### config.mk
export PLATFORM = sky130hd
export DESIGN_NAME = qed_issue_sequencer
export DESIGN_NICKNAME = d
export VERILOG_FILES = /design/src/rtl/qed_issue_sequencer.sv
export SDC_FILE = /design/constraint.sdc
export NUM_CORES = 1
export LEC_CHECK = 0
export CAP_MARGIN = 20
export CORE_MARGIN = 5
export CORE_UTILIZATION = 40
export DETAILED_ROUTE_END_ITERATION = 8
export PLACE_DENSITY_LB_ADDON = 0.3
export SETUP_SLACK_MARGIN = 0.2
export SLEW_MARGIN = 20
export SYNTH_ARGS = -nofsm -noshare
export SYNTH_HDL_FRONTEND = slang
export SYNTH_SLANG_ARGS = --single-unit
### constraint.sdc
create_clock -name clk -period 8 [get_ports clk]
set_input_delay 1.2 -clock clk [delete_from_list [all_inputs] [get_ports clk]]
set_output_delay 1.2 -clock clk [all_outputs]
set_load 0.05 [all_outputs]
### src/rtl/qed_issue_sequencer.sv
// SQED issue sequencer: issues constrained originals while queueing them, then
// replays the queue in order as duplicates (r16-r31, duplicate memory half).
module qed_issue_sequencer #(
  parameter int DEPTH = 16,
  parameter int CNT_W = 5
) (
  input  logic             clk,
  input  logic             rst,
  input  logic             exec_dup,
  input  logic [31:0]      ifu_inst,
  input  logic             ifu_valid,
  output logic             ifu_ready,
  input  logic             stall,
  output logic [31:0]      inst_out,
  output logic             inst_valid,
  output logic             dup_mode,
  output logic [CNT_W-1:0] num_orig,
  output logic [CNT_W-1:0] num_dup,
  output logic             qed_ready,
  output logic [1:0]       o_dbg_state
);

  localparam int               PTR_W    = $clog2(DEPTH);
  localparam logic [31:0]      NOP      = 32'h1500_0000;
  localparam logic [CNT_W-1:0] FULL_CNT = CNT_W'(DEPTH);

  typedef enum logic [1:0] {
    S_ORIG = 2'd0,
    S_DUP  = 2'd1,
    S_DONE = 2'd2
  } state_t;

  // Handshake: an original is consumed on a cycle where ifu_valid && ifu_ready;
  // ifu_ready never depends on ifu_valid. inst_out is meaningful when inst_valid.
  state_t           r_state, w_state_d;
  logic [31:0]      r_fifo [DEPTH];
  logic [PTR_W-1:0] r_wr_ptr, r_rd_ptr;
  logic [CNT_W-1:0] r_fifo_cnt;
  logic [31:0]      r_inst_out, w_out_d;
  logic             r_inst_valid, w_valid_d;
  logic [CNT_W-1:0] r_num_orig, r_num_dup;
  logic             w_fifo_full, w_go_dup, w_push, w_pop;

  // A zero register field stays zero; otherwise its bit 4 moves it to r16-r31.
  function automatic logic [31:0] dup_xform(input logic [31:0] x);
    logic [5:0]  op;
    logic [31:0] y;
    op = x[31:26];
    y  = x;
    if (op == 6'b111000) begin
      if (|x[25:21]) y[25] = 1'b1;
      if (|x[20:16]) y[20] = 1'b1;
      if (|x[15:11]) y[15] = 1'b1;
    end else if (op == 6'b100111 || (op >= 6'b101001 && op <= 6'b101100) ||
                 op == 6'b101110) begin
      if (|x[25:21]) y[25] = 1'b1;
      if (|x[20:16]) y[20] = 1'b1;
    end else if (op >= 6'b100001 && op <= 6'b100110) begin
      if (|x[25:21]) y[25] = 1'b1;
      y[14] = 1'b1;
    end else if (op >= 6'b110101 && op <= 6'b110111) begin
      if (|x[15:11]) y[15] = 1'b1;
      y[24] = 1'b1;
    end
    return y;
  endfunction

  assign w_fifo_full = (r_fifo_cnt == FULL_CNT);
  assign w_go_dup    = !stall && (r_state == S_ORIG) && (r_fifo_cnt != '0) &&
                       (exec_dup || w_fifo_full);
  assign ifu_ready   = (r_state == S_ORIG) && !stall && !w_fifo_full && !w_go_dup;
  assign w_push      = ifu_valid && ifu_ready;
  assign w_pop       = (r_state == S_DUP) && !stall;

  always_comb begin
    w_state_d = r_state;
    w_out_d   = NOP;
    w_valid_d = 1'b0;
    case (r_state)
      S_ORIG: begin
        if (w_push) begin
          w_out_d   = ifu_inst;
          w_valid_d = 1'b1;
        end
        if (w_go_dup) w_state_d = S_DUP;
      end
      S_DUP: begin
        w_out_d   = dup_xform(r_fifo[r_rd_ptr]);
        w_valid_d = 1'b1;
        if (r_fifo_cnt == CNT_W'(1)) w_state_d = S_DONE;
      end
      S_DONE:  w_state_d = S_DONE;
      default: w_state_d = S_ORIG;
    endcase
  end

  // Queue storage carries no reset; occupancy is tracked by pointers and count.
  always_ff @(posedge clk) begin
    if (w_push) r_fifo[r_wr_ptr] <= ifu_inst;
  end

  always_ff @(posedge clk) begin
    if (rst) begin
      r_state      <= S_ORIG;
      r_wr_ptr     <= '0;
      r_rd_ptr     <= '0;
      r_fifo_cnt   <= '0;
      r_inst_out   <= NOP;
      r_inst_valid <= 1'b0;
      r_num_orig   <= '0;
      r_num_dup    <= '0;
    end else if (!stall) begin
      r_state      <= w_state_d;
      r_inst_out   <= w_out_d;
      r_inst_valid <= w_valid_d;
      if (w_push) begin
        r_wr_ptr   <= r_wr_ptr + PTR_W'(1);
        r_fifo_cnt <= r_fifo_cnt + CNT_W'(1);
        r_num_orig <= r_num_orig + CNT_W'(1);
      end else if (w_pop) begin
        r_rd_ptr   <= r_rd_ptr + PTR_W'(1);
        r_fifo_cnt <= r_fifo_cnt - CNT_W'(1);
        r_num_dup  <= r_num_dup + CNT_W'(1);
      end
    end
  end

  assign inst_out    = r_inst_out;
  assign inst_valid  = r_inst_valid;
  assign dup_mode    = (r_state != S_ORIG);
  assign num_orig    = r_num_orig;
  assign num_dup     = r_num_dup;
  assign qed_ready   = (r_state == S_DONE) && (r_num_orig == r_num_dup) &&
                       (r_num_orig != '0);
  assign o_dbg_state = r_state;

endmodule

==> impl_results.md, run 1 <==
* Status: complete, no violations
* Startpoint types: register
* Remaining Overflow, GRT at 0
* Final design utilization at 0.473
* Drc violations at 0
* Post-synthesis sequential area ratio at 0.742
* CP peak stage delay at 0.81 ns
* Crit-path max FO at 5
* FILL cells at 4606
* CTS tree: yes
* Diodes inserted at 0
* Max IR drop VDD at 0.000145 V
* Detailed Place HPWL at 31.9 mm
* Rows at 86
* Simple-Gate Fraction of Synth Area at 0.0359
* First-pass GRT wire length at 76.3 mm
* Post-synthesis cell count at 1125
* Critical path arrival at 3.00 ns
* Pwr Density at 272 nW/µm²
* Synth Flop Type: edfxtp_1
* Asr flop ratio synth at 0
* Compound-Gate Fraction of Synth Area at 0.0334
* Net count, final at 1296
* Final Hold Viols at 0
* Top cell type's share of synthesized area at 0.687
* H-tree levels at 2
* Initial antenna violation count at 1
* Area of the multi-input gates at 5480 µm²
* Max-slew violations at 0
* MaxCap Viol Count at 0
* Yosys top cell by area: edfxtp_1
* Clock skew at 0.0148 ns
* Drt wl/cell at 24.9 µm
* Req. time, crit path at 6.80 ns
* Commonest cells in the synthesized netlist: 512 x edfxtp_1, 127 x mux4_2, 101 x nor2_1
* Buffer depth of the longest clock path at 3
* Area delta synth->final at 16.9%
* Post-route antenna net violation count at 0
* Largest family of logic cells by synthesized area: multiplexers
* DRT Wirelength at 50.9 mm
* Via/cell ratio at 5.47
* Final setup vio count at 0
* Sequential cell area at 16600 µm²
* Die Ht at 247 µm
* Core Area at 55300 µm²
* Vias at 11200
* Number of global-route vias before repair at 11500
* Clk sink count at 574
* CP Class: reg -> out
* Die area at 60800 µm²
* GP Congestion at 0.767
* First-pass iteration count of the detailed router at 5
* Largest net degree at the start of global routing at 72
* I/O pins at 85
* GRT Total Usage at 0.168
* Worst path slowest cell: clkdlybuf4s50_1
* Initial DRC count at 942
* Setup bufs post-CTS at 0
* Post-Synth XOR/XNOR Area at 0.00861
* Mean Syn Cell Area at 19.9 µm²
* Crit-path cells: inv_1 -> ha_1 -> or3b_2 -> a211o_1 -> nor2_1 -> clkdlybuf4s50_1
* Fmax achieved at 238 MHz
* Starting Density at 0.405
* CTS root buffer: clkbuf_16
* Crit path capture type: primary output
* Total CTS buffers at 57
* PostCTS Resize Cnt at 0
* Post-synthesis cell area at 22400 µm²
* Skew-Pair Late Insertion Delay at 0.61 ns
* Synth area leaders: edfxtp_1 69%, mux4_2 13%, dfxtp_1 5.5%, mux4_1 2.3%, nor2_1 1.7%
* Most common cell in the netlist: edfxtp_1
* Slew of the pin with the lowest slew margin at 0.993 ns
* Number of synthesized register bits at 574
* IO Port Bufs at 84
* Worst Hold Class: reg -> reg
* Leak at 8.09 nW
* Number of flops mapped to enable cells by yosys at 512
* Post-synthesis adder-cell area fraction at 0.00783
* Clock slew at reported path FFs at 0.06 ns
* RSZ-0062 raised after global routing: no
* Post-route clock period utilization at 0.526
* Ys Warns at 0
* Slew headroom at 0.336
* Yosys cell types at 53
* Layout cells sized above 1 at 0.208
* Die Span X at 247 µm
* Setup_tns at 0 ns
* Mux cell area share after synthesis at 0.154
* Syn nets at 1176
* Cts-stage hold buffer count at 0
* Tmin final at 4.20 ns
state kept, by name (all words and copies together), names as in the netlist, named ones only:
| signal | flops |
|---|---|
| num_orig | 5 |
| r_fifo | 512 |
| inst_out | 32 |
| inst_valid | 1 |
| num_dup | 5 |
| r_fifo_cnt | 5 |
| r_rd_ptr | 4 |
| r_wr_ptr | 4 |
| o_dbg_state | 2 |
final timing paths:
| check | start | slack [ns] | end | depth (start not counted) |
|---|---|---|---|---|
| worst min-delay path | inst_out[16]$_SDFFE_PP0N_ | 0.49 | inst_out[16]$_SDFFE_PP0N_ | 2 |
| worst min register to register | inst_out[16]$_SDFFE_PP0N_ | 0.49 | inst_out[16]$_SDFFE_PP0N_ | 2 |
| worst max-delay path | r_fifo_cnt[0]$_SDFFE_PP0P_ | 3.80 | ifu_ready | 6 |
| worst max register to register | r_fifo_cnt[0]$_SDFFE_PP0P_ | 4.23 | r_fifo[4][11]$_DFFE_PP_ | 9 |
area by class of cell:
class,instances,area share
Timing Repair Buffer,122,0.0494
Clock inverter,19,0.00574
Sequential cell,574,0.635
Inverter,10,0.00143
Tap cell,748,0.0358
Multi-Input combinational cell,480,0.209
Clock buffer,88,0.0629
placed cells by master, fill, tap and decap left out, drive strengths merged, types with 4 or more instances in the layout:
cell	instances
dfxtp	62
buf	40
mux2i	6
nor2b	5
clkbuf	88
a22o	7
a21oi	34
o21ai	7
mux4	147
clkdlybuf4s50	82
nor3	9
nand2	33
nand3	4
a22oi	44
xor2	16
nor2	102
edfxtp	512
ha	14
xnor2	6
nand4	8
inv	11
clkinv	14
power breakdown:
part / switching [mW] / internal, mW
sequential: 0.0622 / 3.37
clock: 1.09 / 1.45
combinational: 0.702 / 0.454
cells by family after synthesis:
| logic type | after synthesis |
|---|---|
| XOR/XNOR | 22 |
| buffers and inverters | 71 |
| multiplexers | 153 |
| AND/OR/NAND/NOR | 181 |
| flip-flops | 574 |
| adder cells (fa/ha/maj) | 14 |
| AO/OA/AOI/OAI | 110 |
metrics by stage:
step	hold slack, ns	instance area [µm²]	worst slack (ns)	std cells	total power [mW]
2_1_floorplan	0.483	22400	3.07	1125	4.29
3_3_place_gp	0.477	24100	3.53	1924	4.65
3_5_place_dp	0.484	24400	3.79	1934	4.66
4_1_cts	0.498	26200	3.76	2041	7.20
5_1_grt	0.525	26200	3.68	2041	7.41
6_report	0.495	26200	3.80	2041	7.13
critical path: cells and delay by family, from the launching register on:
| kind | cells | cell delay (ns) |
|---|---|---|
| AOI/OAI and AO/OA | 1 | 0.35 |
| buffers and inverters | 2 | 0.91 |
| and+or+nand+nor | 2 | 0.58 |
| DFF | 1 | 0.35 |
| adders and majority gates | 1 | 0.21 |
metal layers:
metal  global-route usage  vias up  share of wire
met2                0.275      377           0.49
met3               0.0304       64          0.062
met5                    0        -              0
li1                     -     4846              -
met4               0.0407        0          0.018
met1                0.238     5873           0.43
Note: power is estimated with default switching activity, not from simulation.
==> inputs of run 2 (changes only) <==
- clock period: 8 -> 3.8 ns (I/O delays scaled with it)
==> run 2 against run 1 <==
Critical path depth is 3 higher. Design area up 1.7%. Global-route usage increased by 0.82 points. Total power increased by 120%. Hold slack worse by 0.15 ns. Routed wire length is 4.7% higher. Die area is the same. Critical endpoint is now r_fifo[0][12]$_DFFE_PP_. Largest cell class unchanged. Largest power group unchanged.
==> impl_results.md, run 2 (same netlist as run 1, synthesis figures left out) <==
* Status: complete, no violations
* Flop pwr share at 0.464
* Die area at 60800 µm²
* Drt wl/cell at 25.6 µm
* Initial antenna violation count at 0
* CTS tree: yes
* Worst path slowest cell: nor3_4
* Largest net degree at the start of global routing at 63
* Rows at 86
* CTS root buffer: clkbuf_16
* PostCTS Resize Cnt at 0
* GP Congestion at 0.778
* R2r worst-path depth at 9
* Req. time, crit path at 4.11 ns
* Startpoint types: register
* Post-route antenna net violation count at 0
* Most frequent cells in the layout: 512 x edfxtp_1, 127 x mux4_2, 89 x nor2_1, 81 x clkdlybuf4s50_1, 60 x buf_4
* Layout cells sized above 1 at 0.235
* Final setup vio count at 0
* Sw Share at 0.260
* Starting Density at 0.405
* Core Area at 55300 µm²
* H-tree levels at 2
* Met2 routed WL at 24.6 mm
* Commonest non-fill, non-tap cell in the layout: edfxtp_1
* Reg2reg end: r_fifo[0][12]$_DFFE_PP_
* Detailed Place HPWL at 33.4 mm
* Final Hold Viols at 0
* Fin cells at 2080
* RSZ-0062 raised after global routing: no
* Most flop-heavy register: r_fifo
* Max IR drop VDD at 0.000404 V
* Skew-Pair Late Insertion Delay at 0.62 ns
* Gate power share at 0.162
* Drc violations at 0
* Pwr Density at 585 nW/µm²
* Cts-stage hold buffer count at 0
* Max-slew violations at 0
* Fmax achieved at 311 MHz
* Clock skew at 0.0312 ns
* CP Class: reg -> reg
* Tmin final at 3.21 ns
* Critical path arrival at 3.52 ns
* Post-route clock period utilization at 0.845
* Initial DRC count at 1133
* Setup bufs post-CTS at 0
* Slew of the pin with the lowest slew margin at 0.863 ns
* Net Switching at 4.04 mW
* I/O pins at 85
* First-pass iteration count of the detailed router at 5
* Clk sink count at 574
* Crit. Startpoint: r_fifo_cnt[0]$_SDFFE_PP0P_
* Die Ht at 247 µm
* IO Port Bufs at 84
* Top routing layer in use: met4
* DRT met1 WL at 23.8 mm
* Dpl cells at 1968
* GRT Total Usage at 0.177
* Metal3 WL at 4.18 mm
* Leak at 8.32 nW
* Via/cell ratio at 5.47
* MaxCap Viol Count at 0
* Crit-path max FO at 8
* Worst r2r src: r_fifo_cnt[0]$_SDFFE_PP0P_
* Clock slew at reported path FFs at 0.06 ns
* Number of global-route vias before repair at 11600
* Remaining Overflow, GRT at 0
* Die Span X at 247 µm
* Setup_tns at 0 ns
* CP peak stage delay at 0.47 ns
* Slew headroom at 0.423
* Clock share of power at 0.374
* Buffer depth of the longest clock path at 3
* Critical Path Sink: r_fifo[0][12]$_DFFE_PP_
* First-pass GRT wire length at 79.6 mm
* Total CTS buffers at 59
* Area delta synth->final at 18.9%
* Vias at 11400
* Final design utilization at 0.481
* Max reg flops at 512
* Pint at 11.5 mW
* Worst Hold Class: in -> reg
* Design area at 26600 µm²
* DRT Wirelength at 53.2 mm
* Diodes inserted at 0
* Placement Cell Area at 24600 µm²
* Crit-path cells: inv_1 -> ha_1 -> or3b_2 -> a211o_1 -> nor3b_2 -> buf_4 -> nand2_1 -> nor3_4 -> buf_4
* Critical Path Most Common Cell: buf_4
* Crit path capture type: register
* Net count, final at 1332
* Worst reg2reg setup slack at 0.59 ns
==> run 2: area by class of cell <==
class	count	area (µm²)
clock inverters	39	418
inverters	10	37.5
repair buffers	156	1520
well taps	748	936
flip-flops and latches	574	16600
fillers	4598	28700
clock buffers	73	1560
multi-input cells	480	5500
==> run 2: through the flow <==
stage               setup slack, ns  hold WS (ns)  total power, mW
floorplan                    -0.233         0.483             9.02
global placement              0.644         0.453             9.86
detailed placement            0.611         0.465             9.88
CTS                           0.207         0.311             15.7
global route                  0.360         0.352             16.2
finish                        0.587         0.341             15.6
==> run 2: worst min-delay path by stage <==
stage | endpoint | depth (start not counted) | from
floorplan | r_fifo_cnt[4]$_SDFFE_PP0P_ | 2 | r_fifo_cnt[4]$_SDFFE_PP0P_
global route | inst_valid$_SDFFE_PP0N_ | 3 | stall
finish | inst_valid$_SDFFE_PP0N_ | 3 | stall
detailed placement | inst_valid$_SDFFE_PP0N_ | 2 | inst_valid$_SDFFE_PP0N_
global placement | inst_valid$_SDFFE_PP0N_ | 2 | inst_valid$_SDFFE_PP0N_
CTS | inst_valid$_SDFFE_PP0N_ | 3 | stall
==> run 2: power groups by stage <==
stage | registers [mW] | clock network [mW] | logic [mW]
after floorplan | 7.58 | 0 | 1.44
after global placement | 7.35 | 0 | 2.51
after detailed placement | 7.36 | 0 | 2.53
after CTS | 7.23 | 5.93 | 2.54
after global routing | 7.24 | 6.24 | 2.71
final | 7.23 | 5.82 | 2.52
==> run 2: metal layers <==
metal,vias to the layer above,track usage
li1,4931,-
met1,5957,0.265
met2,427,0.270
met3,54,0.0378
met4,0,0.0346
met5,-,0
==> run 2: critical path, delay by kind of cell, from the launching register on <==
family | cells | cell delay (ns)
AOI/OAI and AO/OA | 1 | 0.35
buffers and inverters | 3 | 0.57
DFF | 1 | 0.36
adders and majority gates | 1 | 0.23
and+or+nand+nor | 4 | 1.39
==> inputs of run 3 (changes only) <==
- clock period: 3.8 -> 3.3 ns (I/O delays scaled with it)
==> run 3 against run 2 <==
Register-to-register slack got worse by 0.19 ns. Sequential share of layout area grew 0.32 points. Maximum frequency rose by 11%. Non-clock buffer count fell by 1. Clock skew decreased by 0.0098 ns. Count of clock-buffer cells in the layout increased by 7. Design area down 0.44%. Largest cell class unchanged. Largest power group unchanged.
==> impl_results.md, run 3 (same netlist as run 1, synthesis figures left out) <==
* Vias at 11400
* H-tree levels at 2
* MaxCap Viol Count at 0
* Clock skew at 0.0214 ns
* Final setup vio count at 0
* Post-route antenna net violation count at 0
* Starting Density at 0.405
* I/O pins at 85
* Crit-path max FO at 17
* Net Switching at 4.57 mW
* Via/cell ratio at 5.49
* Met2 usage at 0.278
* GP Congestion at 0.770
* Net count, final at 1328
* Core Area at 55300 µm²
* Number of global-route vias before repair at 11800
* Most frequent cells in the layout: 512 x edfxtp_1, 127 x mux4_2, 89 x nor2_1, 80 x clkdlybuf4s50_1, 60 x buf_4
* RSZ-0062 raised after global routing: no
* Flop pwr share at 0.477
* Fin cells at 2071
* Slew headroom at 0.371
* Worst reg2reg setup slack at 0.40 ns
* Remaining Overflow, GRT at 0
* Slew of the pin with the lowest slew margin at 0.943 ns
* Largest net degree at the start of global routing at 42
* Crit path capture type: register
* Rows at 86
* Most flop-heavy register: r_fifo
* Clock slew at reported path FFs at 0.06 ns
* Grt met3 use at 0.0293
* Critical path arrival at 3.18 ns
* Layout cells sized above 1 at 0.243
* Initial antenna violation count at 1
* Area delta synth->final at 18.3%
* Fmax achieved at 344 MHz
* Setup bufs post-CTS at 0
* GRT Total Usage at 0.169
* Tmin final at 2.90 ns
* Skew-Pair Late Insertion Delay at 0.62 ns
* Diodes inserted at 0
* Final Hold Viols at 0
* CP Class: reg -> reg
* Pint at 12.9 mW
* Sw Share at 0.261
* Initial DRC count at 1055
* Buffer depth of the longest clock path at 3
* Drc violations at 0
* Die area at 60800 µm²
* CTS root buffer: clkbuf_16
* Setup_tns at 0 ns
* Leak at 8.26 nW
* Cts-stage hold buffer count at 0
* Max reg flops at 512
* Clk sink count at 574
* Dpl cells at 1967
* Met1 Use GR at 0.236
* Worst Hold Class: in -> reg
* Die Ht at 247 µm
* FILL cells at 4646
* Gate power share at 0.169
* Post-route clock period utilization at 0.880
* Max-slew violations at 0
* Startpoint types: register
* Max IR drop VDD at 0.000433 V
* IO Port Bufs at 84
* Drt wl/cell at 24.8 µm
* CTS tree: yes
* First-pass iteration count of the detailed router at 5
* First-pass GRT wire length at 76.9 mm
* GR peak layer: met2
* Status: complete, no violations
* Pwr Density at 660 nW/µm²
* DRT Wirelength at 51.4 mm
* Req. time, crit path at 3.58 ns
* Detailed Place HPWL at 31.6 mm
* Clock share of power at 0.354
* Die Span X at 247 µm
* Total CTS buffers at 56
* Commonest non-fill, non-tap cell in the layout: edfxtp_1
run 3: cell types whose count changed in the layout (fill, tap and decap cells not counted), moves of 5 or more:
| cell | delta |
|---|---|
| clkbuf_1 | +8 |
| clkinvlp_4 | -5 |
| inv_1 | -5 |
| clkinv_2 | +5 |
| clkinv_1 | -11 |
run 3: worst max-delay path, stage by stage, from the launching register on:
cell	delay, ns
dfxtp_2	0.34
inv_2	0.08
ha_4	0.14
or3b_4	0.36
a211o_1	0.37
nor3b_4	0.24
buf_12	0.19
nand2_1	0.27
nor2_4	0.20
buf_4	0.34
run 3: area by class of cell:
class	instances	area [µm²]	area share
well taps	748	936	0.0353
multi-input cells	480	5590	0.211
inverters	10	46.3	0.00175
flip-flops and latches	574	16600	0.628
repair buffers	155	1500	0.0566
clock inverters	24	241	0.00912
clock buffers	80	1540	0.0582
run 3: worst paths after layout:
path                              start                 endpoint  cells past startpoint
max reg2reg  r_fifo_cnt[1]$_SDFFE_PP0P_   r_fifo[7][7]$_DFFE_PP_                      9
min                               stall  inst_valid$_SDFFE_PP0N_                      3
min reg2reg     inst_valid$_SDFFE_PP0N_  inst_valid$_SDFFE_PP0N_                      2
max          r_fifo_cnt[1]$_SDFFE_PP0P_   r_fifo[7][7]$_DFFE_PP_                      9
run 3: repair_timing:
action	in CTS	in global routing
gates resized for setup	2	2
endpoints found under the setup margin	1	2
pin swaps	0	0
run 3: per-stage QoR:
stage | hold WS [ns] | util | total power, mW | instance area (µm²) | setup WS (ns)
floorplan | 0.483 | - | 10.5 | 22600 | 0.148
global placement | 0.456 | 0.447 | 11.4 | 24700 | 0.490
detailed placement | 0.466 | 0.447 | 11.5 | 24700 | 0.416
CTS | 0.255 | 0.479 | 17.7 | 26500 | 0.206
global route | 0.315 | 0.479 | 18.1 | 26500 | 0.255
finish | 0.290 | 0.479 | 17.5 | 26500 | 0.395
run 3: layer usage:
| metal | up-vias | routed length, µm |
|---|---|---|
| li1 | 4934 | - |
| met1 | 5983 | 22300 |
| met2 | 370 | 24900 |
| met3 | 85 | 2970 |
| met4 | 2 | 1220 |
| met5 | - | 13 |
run 3: power groups by stage:
| stage | sequential [mW] | combinational [mW] | clock, mW |
|---|---|---|---|
| after global routing | 8.36 | 3.15 | 6.64 |
| final | 8.34 | 2.95 | 6.19 |
| after floorplan | 8.73 | 1.78 | 0 |
| after detailed placement | 8.49 | 2.97 | 0 |
| after global placement | 8.48 | 2.95 | 0 |
| after CTS | 8.34 | 2.98 | 6.34 |
